`config.mk`:
```
export PLATFORM = sky130hd
export DESIGN_NAME = fp32_div_seq_flat
export DESIGN_NICKNAME = d
export VERILOG_FILES = /design/src/rtl/fp32_pkg.sv /design/src/rtl/fp32_div_seq_if.sv /design/src/rtl/fp32_mant_div_iter.sv /design/src/rtl/fp32_div_seq.sv /design/src/flat_wrapper.sv
export SDC_FILE = /design/constraint.sdc
export NUM_CORES = 1
export LEC_CHECK = 0
export CAP_MARGIN = 10
export CORE_ASPECT_RATIO = 0.8
export CORE_MARGIN = 1
export CORE_UTILIZATION = 58
export CTS_BUF_LIST = sky130_fd_sc_hd__clkbuf_8
export DETAILED_ROUTE_END_ITERATION = 8
export GPL_ROUTABILITY_DRIVEN = 0
export PLACE_DENSITY_LB_ADDON = 0.05
export SYNTH_ARGS = -nofsm -noshare
export SYNTH_HDL_FRONTEND = slang
export SYNTH_SLANG_ARGS = --single-unit
```
`constraint.sdc`:
```
create_clock -name clk -period 6.6 [get_ports clk]
set_clock_uncertainty 0.1 [all_clocks]
set_input_delay 1.32 -clock clk [delete_from_list [all_inputs] [get_ports clk]]
set_output_delay 1.32 -clock clk [all_outputs]
set_load 0.1 [all_outputs]
```
`src/rtl/fp32_pkg.sv`:
```
// Shared binary32 definitions for the FP32 datapath blocks (divider, multiplier).
// Provides field widths, bias, canonical special encodings, operand class
// decoding and the divider's state encoding.
package fp32_pkg;

    localparam int unsigned FP_W     = 32;
    localparam int unsigned SIGN_W   = 1;
    localparam int unsigned EXP_W    = 8;
    localparam int unsigned MANT_W   = 23;
    localparam int          EXP_BIAS = 127;

    localparam logic [FP_W-1:0] QNAN    = 32'h7FC0_0000;
    localparam logic [FP_W-1:0] POS_INF = 32'h7F80_0000;

    typedef enum logic [1:0] {
        CLS_ZERO,
        CLS_NORM,
        CLS_INF,
        CLS_NAN
    } fp_class_t;

    typedef enum logic [1:0] {
        ST_IDLE,
        ST_DIV,
        ST_NORM,
        ST_RND
    } div_state_t;

    // Exponent field 0 is taken as zero: denormals are flushed.
    function automatic fp_class_t fp_classify(input logic [FP_W-1:0] x);
        fp_class_t c;
        if (x[FP_W-2 -: EXP_W] == '0)
            c = CLS_ZERO;
        else if (x[FP_W-2 -: EXP_W] == '1)
            c = (x[MANT_W-1:0] != '0) ? CLS_NAN : CLS_INF;
        else
            c = CLS_NORM;
        return c;
    endfunction

endpackage

```
`src/rtl/fp32_div_seq_if.sv`:
```
// Request/response bundle of the sequential FP32 divider.
//   start, FP_A, FP_B            : request side (driven by master)
//   busy, done, FP_out, div_by_zero : response side (driven by slave)
interface fp32_div_seq_if;
    import fp32_pkg::*;

    logic            start;
    logic [FP_W-1:0] FP_A;
    logic [FP_W-1:0] FP_B;
    logic            busy;
    logic            done;
    logic [FP_W-1:0] FP_out;
    logic            div_by_zero;

    modport master (
        output start, FP_A, FP_B,
        input  busy, done, FP_out, div_by_zero
    );

    modport slave (
        input  start, FP_A, FP_B,
        output busy, done, FP_out, div_by_zero
    );
endinterface

```
`src/rtl/fp32_mant_div_iter.sv`:
```
// Iterative restoring divider for 24-bit significands (hidden bit included).
// One quotient bit per clock after load; the first bit has weight 2^0, so the
// quotient of two normalised significands lies in (0.5, 2).
//   clk, rst     : clock, synchronous active-high reset
//   load         : capture dividend/divisor and start iterating
//   dividend     : 24-bit significand of the numerator
//   divisor      : 24-bit significand of the denominator
//   quotient     : Q_BITS quotient bits, MSB first
//   rem_nonzero  : final partial remainder is nonzero (sticky source)
//   done         : high during the cycle whose closing edge performs the last iteration
module fp32_mant_div_iter #(
    parameter int unsigned Q_BITS = 26
) (
    input  logic              clk,
    input  logic              rst,
    input  logic              load,
    input  logic [23:0]       dividend,
    input  logic [23:0]       divisor,
    output logic [Q_BITS-1:0] quotient,
    output logic              rem_nonzero,
    output logic              done
);
    localparam int unsigned CW = $clog2(Q_BITS);

    logic [24:0]   rem;
    logic [23:0]   dvs;
    logic [CW-1:0] cnt;
    logic          active;
    logic          ge;
    logic [24:0]   sub;

    always_comb begin
        ge  = (rem >= {1'b0, dvs});
        sub = rem - {1'b0, dvs};
    end

    always_ff @(posedge clk) begin
        if (rst) begin
            rem      <= '0;
            dvs      <= '0;
            cnt      <= '0;
            active   <= 1'b0;
            quotient <= '0;
        end else if (load) begin
            rem      <= {1'b0, dividend};
            dvs      <= divisor;
            cnt      <= '0;
            active   <= 1'b1;
            quotient <= '0;
        end else if (active) begin
            // Partial remainder stays below 2*divisor, so 25 bits never overflow.
            quotient <= {quotient[Q_BITS-2:0], ge};
            rem      <= (ge ? sub : rem) << 1;
            cnt      <= cnt + 1'b1;
            if (cnt == CW'(Q_BITS - 1))
                active <= 1'b0;
        end
    end

    // Combinational so the controller leaves its divide state on the same
    // edge that produces the last quotient bit.
    assign done        = active && (cnt == CW'(Q_BITS - 1));
    assign rem_nonzero = (rem != '0);

endmodule

```
`src/rtl/fp32_div_seq.sv`:
```
// Sequential IEEE-754 binary32 divider, FP_out = FP_A / FP_B.
// Fixed latency of LAT edges from acceptance to the done pulse for every
// operand class; special cases are decided at capture and delivered at the end.
// Round-to-nearest-even, denormal inputs flushed, underflow flushed to zero.
//   clk, rst : clock, synchronous active-high reset
//   bus      : slave side of fp32_div_seq_if
//              (start, FP_A, FP_B in; busy, done, FP_out, div_by_zero out)
module fp32_div_seq
    import fp32_pkg::*;
#(
    parameter int unsigned Q_BITS = 26
) (
    input  logic          clk,
    input  logic          rst,
    fp32_div_seq_if.slave bus
);
    localparam int unsigned LAT = Q_BITS + 2;
    // Quotient bits below guard/round fold into sticky (none at the default width).
    localparam logic [Q_BITS-1:0] LOW_MASK = (Q_BITS'(1) << (Q_BITS - 26)) - Q_BITS'(1);

    div_state_t        state;
    logic              sign_r;
    logic signed [9:0] exp_r;
    logic [Q_BITS-1:0] q_r;
    logic              spec_r;
    logic [FP_W-1:0]   spec_val_r;
    logic              spec_dbz_r;

    logic              load;
    logic [Q_BITS-1:0] mant_q;
    logic              mant_rem_nz;
    logic              mant_last;

    fp32_mant_div_iter #(
        .Q_BITS(LAT - 2)
    ) u_mant_div (
        .clk        (clk),
        .rst        (rst),
        .load       (load),
        .dividend   ({1'b1, bus.FP_A[MANT_W-1:0]}),
        .divisor    ({1'b1, bus.FP_B[MANT_W-1:0]}),
        .quotient   (mant_q),
        .rem_nonzero(mant_rem_nz),
        .done       (mant_last)
    );

    assign load = (state == ST_IDLE) && bus.start;

    // Capture-time decode of operand classes into a special result.
    fp_class_t         cls_a, cls_b;
    logic              sign_cap;
    logic signed [9:0] exp_cap;
    logic              sp_hit;
    logic [FP_W-1:0]   sp_val;
    logic              sp_dbz;

    always_comb begin
        cls_a    = fp_classify(bus.FP_A);
        cls_b    = fp_classify(bus.FP_B);
        sign_cap = bus.FP_A[FP_W-1] ^ bus.FP_B[FP_W-1];
        exp_cap  = $signed({2'b00, bus.FP_A[FP_W-2 -: EXP_W]})
                 - $signed({2'b00, bus.FP_B[FP_W-2 -: EXP_W]})
                 + 10'(EXP_BIAS);
        sp_hit   = 1'b1;
        sp_val   = '0;
        sp_dbz   = 1'b0;
        if (cls_a == CLS_NAN || cls_b == CLS_NAN)
            sp_val = QNAN;
        else if ((cls_a == CLS_ZERO && cls_b == CLS_ZERO) ||
                 (cls_a == CLS_INF  && cls_b == CLS_INF))
            sp_val = QNAN;
        else if (cls_a == CLS_INF)
            sp_val = POS_INF | {sign_cap, 31'b0};
        else if (cls_b == CLS_ZERO) begin
            sp_val = POS_INF | {sign_cap, 31'b0};
            sp_dbz = 1'b1;
        end else if (cls_b == CLS_INF || cls_a == CLS_ZERO)
            sp_val = {sign_cap, 31'b0};
        else
            sp_hit = 1'b0;
    end

    // Round-to-nearest-even on the normalised quotient held in q_r.
    logic              lsb, guard, rnd, sticky, round_up;
    logic [24:0]       mant_sum;
    logic signed [9:0] exp_rnd;
    logic [FP_W-1:0]   result;

    always_comb begin
        lsb      = q_r[Q_BITS-24];
        guard    = q_r[Q_BITS-25];
        rnd      = q_r[Q_BITS-26];
        sticky   = mant_rem_nz | ((q_r & LOW_MASK) != '0);
        round_up = guard & (rnd | sticky | lsb);
        mant_sum = {1'b0, q_r[Q_BITS-1 -: 24]} + {24'b0, round_up};
        exp_rnd  = exp_r + (mant_sum[24] ? 10'sd1 : 10'sd0);
        if (exp_rnd >= 10'sd255)
            result = POS_INF | {sign_r, 31'b0};
        else if (exp_rnd <= 10'sd0)
            result = {sign_r, 31'b0};
        else if (mant_sum[24])
            result = {sign_r, exp_rnd[7:0], mant_sum[23:1]};
        else
            result = {sign_r, exp_rnd[7:0], mant_sum[22:0]};
    end

    always_ff @(posedge clk) begin
        if (rst) begin
            state           <= ST_IDLE;
            bus.busy        <= 1'b0;
            bus.done        <= 1'b0;
            bus.FP_out      <= '0;
            bus.div_by_zero <= 1'b0;
            sign_r          <= 1'b0;
            exp_r           <= '0;
            q_r             <= '0;
            spec_r          <= 1'b0;
            spec_val_r      <= '0;
            spec_dbz_r      <= 1'b0;
        end else begin
            bus.done <= 1'b0;
            case (state)
                ST_IDLE: begin
                    if (bus.start) begin
                        bus.busy   <= 1'b1;
                        sign_r     <= sign_cap;
                        exp_r      <= exp_cap;
                        spec_r     <= sp_hit;
                        spec_val_r <= sp_val;
                        spec_dbz_r <= sp_dbz;
                        state      <= ST_DIV;
                    end
                end
                ST_DIV: begin
                    if (mant_last)
                        state <= ST_NORM;
                end
                ST_NORM: begin
                    if (!mant_q[Q_BITS-1]) begin
                        q_r   <= mant_q << 1;
                        exp_r <= exp_r - 10'sd1;
                    end else begin
                        q_r <= mant_q;
                    end
                    state <= ST_RND;
                end
                ST_RND: begin
                    bus.FP_out      <= spec_r ? spec_val_r : result;
                    bus.div_by_zero <= spec_r & spec_dbz_r;
                    bus.done        <= 1'b1;
                    bus.busy        <= 1'b0;
                    state           <= ST_IDLE;
                end
                default: state <= ST_IDLE;
            endcase
        end
    end

endmodule
```
`src/flat_wrapper.sv`:
```
// flat-port wrapper written by rule: the top's interface ports become plain ports
module fp32_div_seq_flat import fp32_pkg::*;
#(
    parameter int unsigned Q_BITS = 26
)
  (clk, rst, bus_start, bus_FP_A, bus_FP_B, bus_busy, bus_done, bus_FP_out, bus_div_by_zero);
  fp32_div_seq_if bus_i ();
  input  logic clk;
  input  logic rst;
  input wire logic [$bits(bus_i.start)-1:0] bus_start;
  input wire logic [$bits(bus_i.FP_A)-1:0] bus_FP_A;
  input wire logic [$bits(bus_i.FP_B)-1:0] bus_FP_B;
  output wire logic [$bits(bus_i.busy)-1:0] bus_busy;
  output wire logic [$bits(bus_i.done)-1:0] bus_done;
  output wire logic [$bits(bus_i.FP_out)-1:0] bus_FP_out;
  output wire logic [$bits(bus_i.div_by_zero)-1:0] bus_div_by_zero;
  assign bus_i.start = bus_start;
  assign bus_i.FP_A = bus_FP_A;
  assign bus_i.FP_B = bus_FP_B;
  assign bus_busy = bus_i.busy;
  assign bus_done = bus_i.done;
  assign bus_FP_out = bus_i.FP_out;
  assign bus_div_by_zero = bus_i.div_by_zero;
  fp32_div_seq #(.Q_BITS(Q_BITS)) u_core (.clk(clk), .rst(rst), .bus(bus_i));
endmodule
```
==> impl_metrics.py, run 1 <==
metrics = {
    "outcome": {
        "status": "completed",
    },
    "setup_path": {
        "cp-start-kind": "flip-flop",
        "critPathKind": "flip-flop to flip-flop",
        "r2r-end": "u_core.bus.FP_out[9]",
        "reg2regPathDepth": 17,
        "cp-end-kind": "flip-flop",
        "critPathRequiredTime_ns": 6.91,
        "arrival_ns": 4.75,
        "worst-r2r-setup-slack_ns": 2.16,
        "worstPathMaxFanout": 12,
        "reg2reg_from": "u_core.q_r[2]",
    },
    "power_and_ir_drop": {
        "intPower_uw": 2560,
        "vdd_drop_max_v": 0.000257,
        "p_clk_share_pct": 15.2,
        "p_leak_uw": 0.00401,
        "power_density_nw_per_um2": 453,
        "power.switching_uw": 2390,
        "p_total_uw": 4950,
        "netSwitchingFraction_pct": 48.3,
        "pwr-share-comb_pct": 56.1,
        "seq_power_share_pct": 28.7,
    },
    "timing": {
        "setup_violations": 0,
        "fmax_mhz": 225,
        "setup_tns_ns": 0,
        "hold_viol": 0,
        "fin_crit_sh_pct": 67.3,
        "whs_ns": 0.349,
        "rsz0062_at_grt": "no",
        "min_period_ns": 4.44,
        "slew_violations": 0,
        "worst_slew_pin_slew_ns": 1.02,
        "slew_headroom_pct": 31.8,
    },
    "cells_and_area": {
        "drive_gt1_share_pct": 4.27,
        "area_growth_pct": 15.9,
        "n_fill_cell": 1450,
        "finalInstanceArea_um2": 10900,
        "fin_cells": 1480,
        "nets": 1364,
        "diodes": 0,
    },
    "clock_network": {
        "post_cts_resized": 0,
        "ctsHtreeMaxLevel": 4,
        "clock_latency_ns": 0.49,
        "ctsHoldBuffers": 0,
        "clk_pin_slew_ns": 0.10,
        "cts_buffer_depth": 2,
        "postCtsSetupRepairBufs": 0,
        "cts_sinks": 160,
        "numCtsBuffers": 17,
        "cts-root-buf": "clkbuf_8",
        "cts_tree": "built",
    },
    "grt": {
        "grt_overflow_total": 0,
        "antenna_found_initial": 0,
        "grt_pass1_vias": 7970,
        "track_usage_pct": 30.8,
        "grt_max_degree": 69,
        "grt_pass1_wl_um": 40200,
    },
    "detailed_routing": {
        "route.detailed.drc": 0,
        "dr.pass1.iters": 6,
        "vias_per_cell": 5.96,
        "vias": 8824,
        "wire_per_inst_um": 16.8,
        "drt_first_iter_violations": 812,
        "antenna_left": 0,
        "wirelength_um": 24900,
    },
    "floorplanning": {
        "die_w_um": 145,
        "ios": 102,
        "die_area_um2": 16800,
        "dieHeight_um": 116,
        "start_util_pct": 59.6,
        "rows": 41,
        "core_area_um2": 15800,
    },
    "worst_hold_path": {
        "min_path_type": "flip-flop to flip-flop",
        "worstHoldStart": "u_core.sign_r",
        "worstHoldPathCells": 2,
        "min_to": "u_core.sign_r",
    },
    "synth": {
        "synth.avg_cell_area_um2": 7.92,
        "ys_seq_area_share_pct": 34.0,
        "syn_area_um2": 9420,
        "synth.net_count": 1301,
        "synthCells": 1189,
        "yosys_warnings": 0,
        "yosys_most_used_dff": "dfxtp_1",
        "async_flop_share_pct": 0,
        "synth_edf_count": 0,
        "yosysUniqueCellTypes": 66,
        "synth-seq-cells": 160,
    },
    "placed_design": {
        "dp_cells": 1448,
        "port_buffers": 101,
        "place_area_um2": 10500,
        "place_hpwl_um": 18200,
    },
    "flow_run": {
        "drv_cap": 0,
    },
}
==> kinds of logic after synthesis <==
logic type	count (synthesis)	share of synthesized area [%]
buf+inv	124	5.15
flops	160	34.0
xor+xnor	57	5.30
simple gates	451	22.7
fa+ha+maj	45	6.13
compound gates	285	19.6
mux	67	7.12
==> cell type report <==
cell class                 instances  area [um^2]  area share (%)
multi-input combinational        905         5740            52.5
timing repair buffer             111         1080            9.92
sequential                       160         3200            29.3
clock inverter                    15          179            1.64
tap                              215          269            2.46
inverter                          57          214            1.96
clock buffer                      17          234            2.14
==> synth_stat cells (22+ instances only) <==
library cell | count | area [um^2]
mux2i_1 | 67 | 671
clkbuf_1 | 59 | 221
dfxtp_1 | 160 | 3200
ha_1 | 43 | 538
nor4_1 | 22 | 138
xnor2_1 | 34 | 298
and3_1 | 22 | 138
nor3_1 | 32 | 160
inv_1 | 54 | 203
nor2_1 | 127 | 477
o21ai_0 | 59 | 295
a211oi_1 | 35 | 263
xor2_1 | 23 | 201
nand2_1 | 132 | 495
nand3_1 | 28 | 140
a21oi_1 | 84 | 420
==> critical path, stage by stage, from the launching register on <==
cell and delay, ns:
dfxtp_1 0.40, and2_1 0.15, ha_1 0.19, and4_1 0.27, nand4_1 0.22, or4_1 0.62
clkinv_1 0.18, ha_1 0.21, ha_1 0.25, nand3_1 0.20, o21ai_0 0.22, o31a_1 0.19
nand4b_1 0.14, nand3_1 0.14, nor3_1 0.23, buf_4 0.22, nand2_1 0.20, o21ai_0 0.23
==> registers in the layout, summed over array words and instances, names as in the netlist <==
name	flops
u_core.bus.FP_out	32
u_core.bus.busy	1
u_core.bus.div_by_zero	1
u_core.bus.done	1
u_core.exp_r	10
u_core.q_r	26
u_core.sign_r	1
u_core.spec_dbz_r	1
u_core.spec_r	1
u_core.spec_val_r	3
u_core.state	2
u_core.u_mant_div.active	1
u_core.u_mant_div.cnt	5
u_core.u_mant_div.dvs	24
u_core.u_mant_div.quotient	26
u_core.u_mant_div.rem	25
==> power by group through the flow <==
stage / sequential, uW / combinational, uW / clock [uW]
after floorplan: 1400 / 2120 / 0
after global placement: 1420 / 2670 / 0
after detailed placement: 1430 / 2690 / 0
final: 1420 / 2780 / 750
after CTS: 1410 / 2710 / 762
after global routing: 1450 / 3050 / 803
==> cells in the final DEF, fill, tap and decap left out, types with 13 or more instances in the layout <==
master | netlist | routed
a211oi_1 | 35 | 35
a21o_1 | 15 | 15
a21oi_1 | 84 | 84
and3_1 | 22 | 22
clkbuf_8 | 0 | 17
clkdlybuf4s50_1 | 0 | 100
dfxtp_1 | 160 | 159
ha_1 | 43 | 42
inv_1 | 54 | 54
mux2i_1 | 67 | 67
nand2_1 | 132 | 132
nand3_1 | 28 | 28
nand4_1 | 21 | 21
nor2_1 | 127 | 127
nor2b_1 | 13 | 13
nor3_1 | 32 | 32
nor4_1 | 22 | 22
o21ai_0 | 59 | 59
xnor2_1 | 34 | 34
xor2_1 | 23 | 23
==> per-stage QoR <==
| stage | utilization, % | setup slack (ns) |
|---|---|---|
| floorplan | - | 2.73 |
| global placement | 66.5 | 2.40 |
| detailed placement | 66.5 | 2.27 |
| CTS | 69.1 | 2.23 |
| global route | 69.1 | 1.80 |
| finish | 69.1 | 2.16 |
==> worst max-delay path by stage <==
stage,from,endpoint,depth (start not counted)
final,u_core.q_r[2],u_core.bus.FP_out[9],17
after global routing,u_core.q_r[2],u_core.bus.FP_out[9],17
after CTS,u_core.q_r[2],u_core.bus.FP_out[9],16
after detailed placement,u_core.q_r[2],u_core.bus.FP_out[9],16
after global placement,u_core.q_r[2],u_core.bus.FP_out[13],16
after floorplan,u_core.q_r[2],u_core.bus.FP_out[22],16
==> layer usage <==
metal  global-route usage (%)  up-vias  share of wire, %
li1                         -     4383                 -
met4                     7.65        0               1.3
met2                     43.4      334                40
met1                     45.8     4078                50
met5                        0        -                 0
met3                     8.35       29               9.2
No activity file was read; power rests on OpenSTA's default activity.
==> run 2, diff against run 1 <==
- CORE_UTILIZATION: 58 -> 53
- clock period: 6.6 -> 3.85 ns (I/O delays scaled with it)
==> impl_metrics.py, run 2 (synthesis results as in run 1) <==
metrics = {
    "outcome": {
        "status": "completed",
    },
    "timing": {
        "slew_headroom_pct": 34.7,
        "hold_viol": 0,
        "min_period_ns": 3.77,
        "setup_violations": 0,
        "fmax_mhz": 265,
        "slew_violations": 0,
        "worst_slew_pin_slew_ns": 0.976,
        "whs_ns": 0.355,
        "rsz0062_at_grt": "yes",
        "setup_tns_ns": 0,
        "fin_crit_sh_pct": 97.8,
    },
    "cells_and_area": {
        "layout_common_cells": "dfxtp_1 (157), nand2_1 (131), nor2_1 (126)",
        "seqCellArea_um2": 3210,
        "drive_gt1_share_pct": 7.61,
        "reg_top3": "u_core.bus.FP_out x32, u_core.q_r x26, u_core.u_mant_div.quotient x26",
        "largest_reg_flops": 32,
        "diodes": 0,
        "nets": 1386,
        "multi_input_area_um2": 5860,
        "finalInstanceArea_um2": 11300,
        "regMostFlops": "u_core.bus.FP_out",
        "final_core_util_pct": 65.0,
        "n_fill_cell": 1559,
        "layout_commonest_cell": "dfxtp_1",
        "area_growth_pct": 19.8,
    },
    "floorplanning": {
        "die_w_um": 151,
        "dieHeight_um": 121,
        "core_area_um2": 17400,
        "ios": 102,
        "rows": 43,
        "start_util_pct": 54.2,
        "die_area_um2": 18300,
    },
    "detailed_routing": {
        "dr.pass1.iters": 5,
        "vias": 8931,
        "met1Wirelength_um": 12400,
        "antenna_left": 0,
        "top_layer": "met4",
        "wl_met3_um": 1970,
        "dr_wl_met2_um": 10300,
        "drt_first_iter_violations": 647,
        "route.detailed.drc": 0,
        "wire_per_inst_um": 16.5,
        "vias_per_cell": 5.91,
        "wirelength_um": 24900,
    },
    "power_and_ir_drop": {
        "p_leak_uw": 0.00416,
        "p_clk_share_pct": 15.9,
        "seq_power_share_pct": 27.8,
        "netSwitchingFraction_pct": 46.8,
        "intPower_uw": 4640,
        "vdd_drop_max_v": 0.000479,
        "power.switching_uw": 4080,
        "power_density_nw_per_um2": 773,
        "pwr-share-comb_pct": 56.3,
        "p_total_uw": 8720,
    },
    "clock_network": {
        "numCtsBuffers": 17,
        "ctsHoldBuffers": 0,
        "ctsHtreeMaxLevel": 4,
        "clock_latency_ns": 0.47,
        "cts-root-buf": "clkbuf_8",
        "cts_tree": "built",
        "cts_sinks": 160,
        "cts_buffer_depth": 2,
        "clk_pin_slew_ns": 0.10,
    },
    "placed_design": {
        "place_hpwl_um": 18200,
        "place_area_um2": 10600,
        "port_buffers": 101,
    },
    "grt": {
        "grt_pass1_wl_um": 40200,
        "grt_max_degree": 70,
        "track_usage_pct": 27.9,
        "grt_pass1_vias": 7940,
        "antenna_found_initial": 0,
        "grt_overflow_total": 0,
    },
    "setup_path": {
        "cpMaxStageDelayCell": "or4_4",
        "critPathRequiredTime_ns": 4.10,
        "worst-r2r-setup-slack_ns": 0.08,
        "reg2regPathDepth": 15,
        "cp-end-kind": "flip-flop",
        "path_cells": "and2_4 -> ha_4 -> and4_1 -> nand4_1 -> or4_4 -> inv_4 -> ha_4 -> nand4_1 -> or4_4 -> xnor2_4 -> a21oi_2 -> or2_2 -> a21oi_1 -> o2bb2ai_1 -> nor2b_1",
        "max_stage_delay_ns": 0.62,
        "worstPathMaxFanout": 4,
        "reg2reg_from": "u_core.q_r[2]",
        "r2r-end": "u_core.bus.FP_out[28]",
        "critPathKind": "flip-flop to flip-flop",
        "arrival_ns": 4.02,
        "cp-start-kind": "flip-flop",
    },
    "worst_hold_path": {
        "worstHoldStart": "u_core.bus.FP_out[19]",
        "min_to": "u_core.bus.FP_out[19]",
        "worstHoldPathCells": 2,
        "min_path_type": "flip-flop to flip-flop",
    },
    "flow_run": {
        "drv_cap": 0,
    },
}
==> run 2: changes by cell type in the layout (fill, tap and decap cells not counted), sizes merged <==
cell      before  now
bufinv         0    2
buf           11   33
clkinvlp       0    1
clkinv         9    7
inv           63   62
==> run 2: stage by stage <==
stage / worst slack, ns / instances
after global routing: -0.0559 / 1512
after global placement: -0.0861 / 1473
final: 0.0831 / 1512
after detailed placement: -0.200 / 1473
after floorplan: 0.0644 / 1189
after CTS: 0.0221 / 1508
==> run 2: repair_timing <==
action / CTS / global route
endpoints found under the setup margin: 13 / 27
setup buffers: 3 / 4
pin swaps: 2 / 15
gates resized for setup: 6 / 41
==> run 2: cell type report <==
class	instances	share of cell area, %
Clock buffer	17	2.07
Multi-Input combinational cell	905	51.9
Inverter	57	1.92
Sequential cell	160	28.4
Timing Repair Buffer	133	11.3
Clock inverter	15	1.93
Tap cell	225	2.49
==> run 2: worst max-delay path by stage <==
stage	slack, ns	cells past startpoint	startpoint	end
6_report	0.08	15	u_core.q_r[2]	u_core.bus.FP_out[28]
5_1_grt	-0.06	15	u_core.q_r[2]	u_core.bus.FP_out[28]
4_1_cts	0.02	16	u_core.q_r[2]	u_core.bus.FP_out[7]
3_5_place_dp	-0.20	16	u_core.q_r[2]	u_core.bus.FP_out[7]
3_3_place_gp	-0.09	16	u_core.q_r[1]	u_core.bus.FP_out[21]
2_1_floorplan	0.06	15	u_core.q_r[2]	u_core.bus.FP_out[1]
==> run 2: power by group through the flow <==
stage	clock, uW	sequential, uW	combinational (uW)
floorplan	0	2410	3640
global placement	0	2420	4720
detailed placement	0	2430	4740
CTS	1410	2390	4790
global route	1470	2470	5430
finish	1390	2420	4910
==> run 2: per-layer routing <==
metal  vias up  global-route usage (%)
li1       4436                       -
met4         0                    5.75
met1      4150                    42.1
met5         -                       0
met2       317                    39.8
met3        28                    6.47
==> run 2: critical path, delay by kind of cell (launching register included) <==
family	cells	cell delay (ns)
DFF	1	0.34
xor gates and xnor gates	1	0.21
and+or+nand+nor	8	2.36
buffers and inverters	1	0.09
adders and majority gates	2	0.26
AOI/OAI and AO/OA	3	0.30
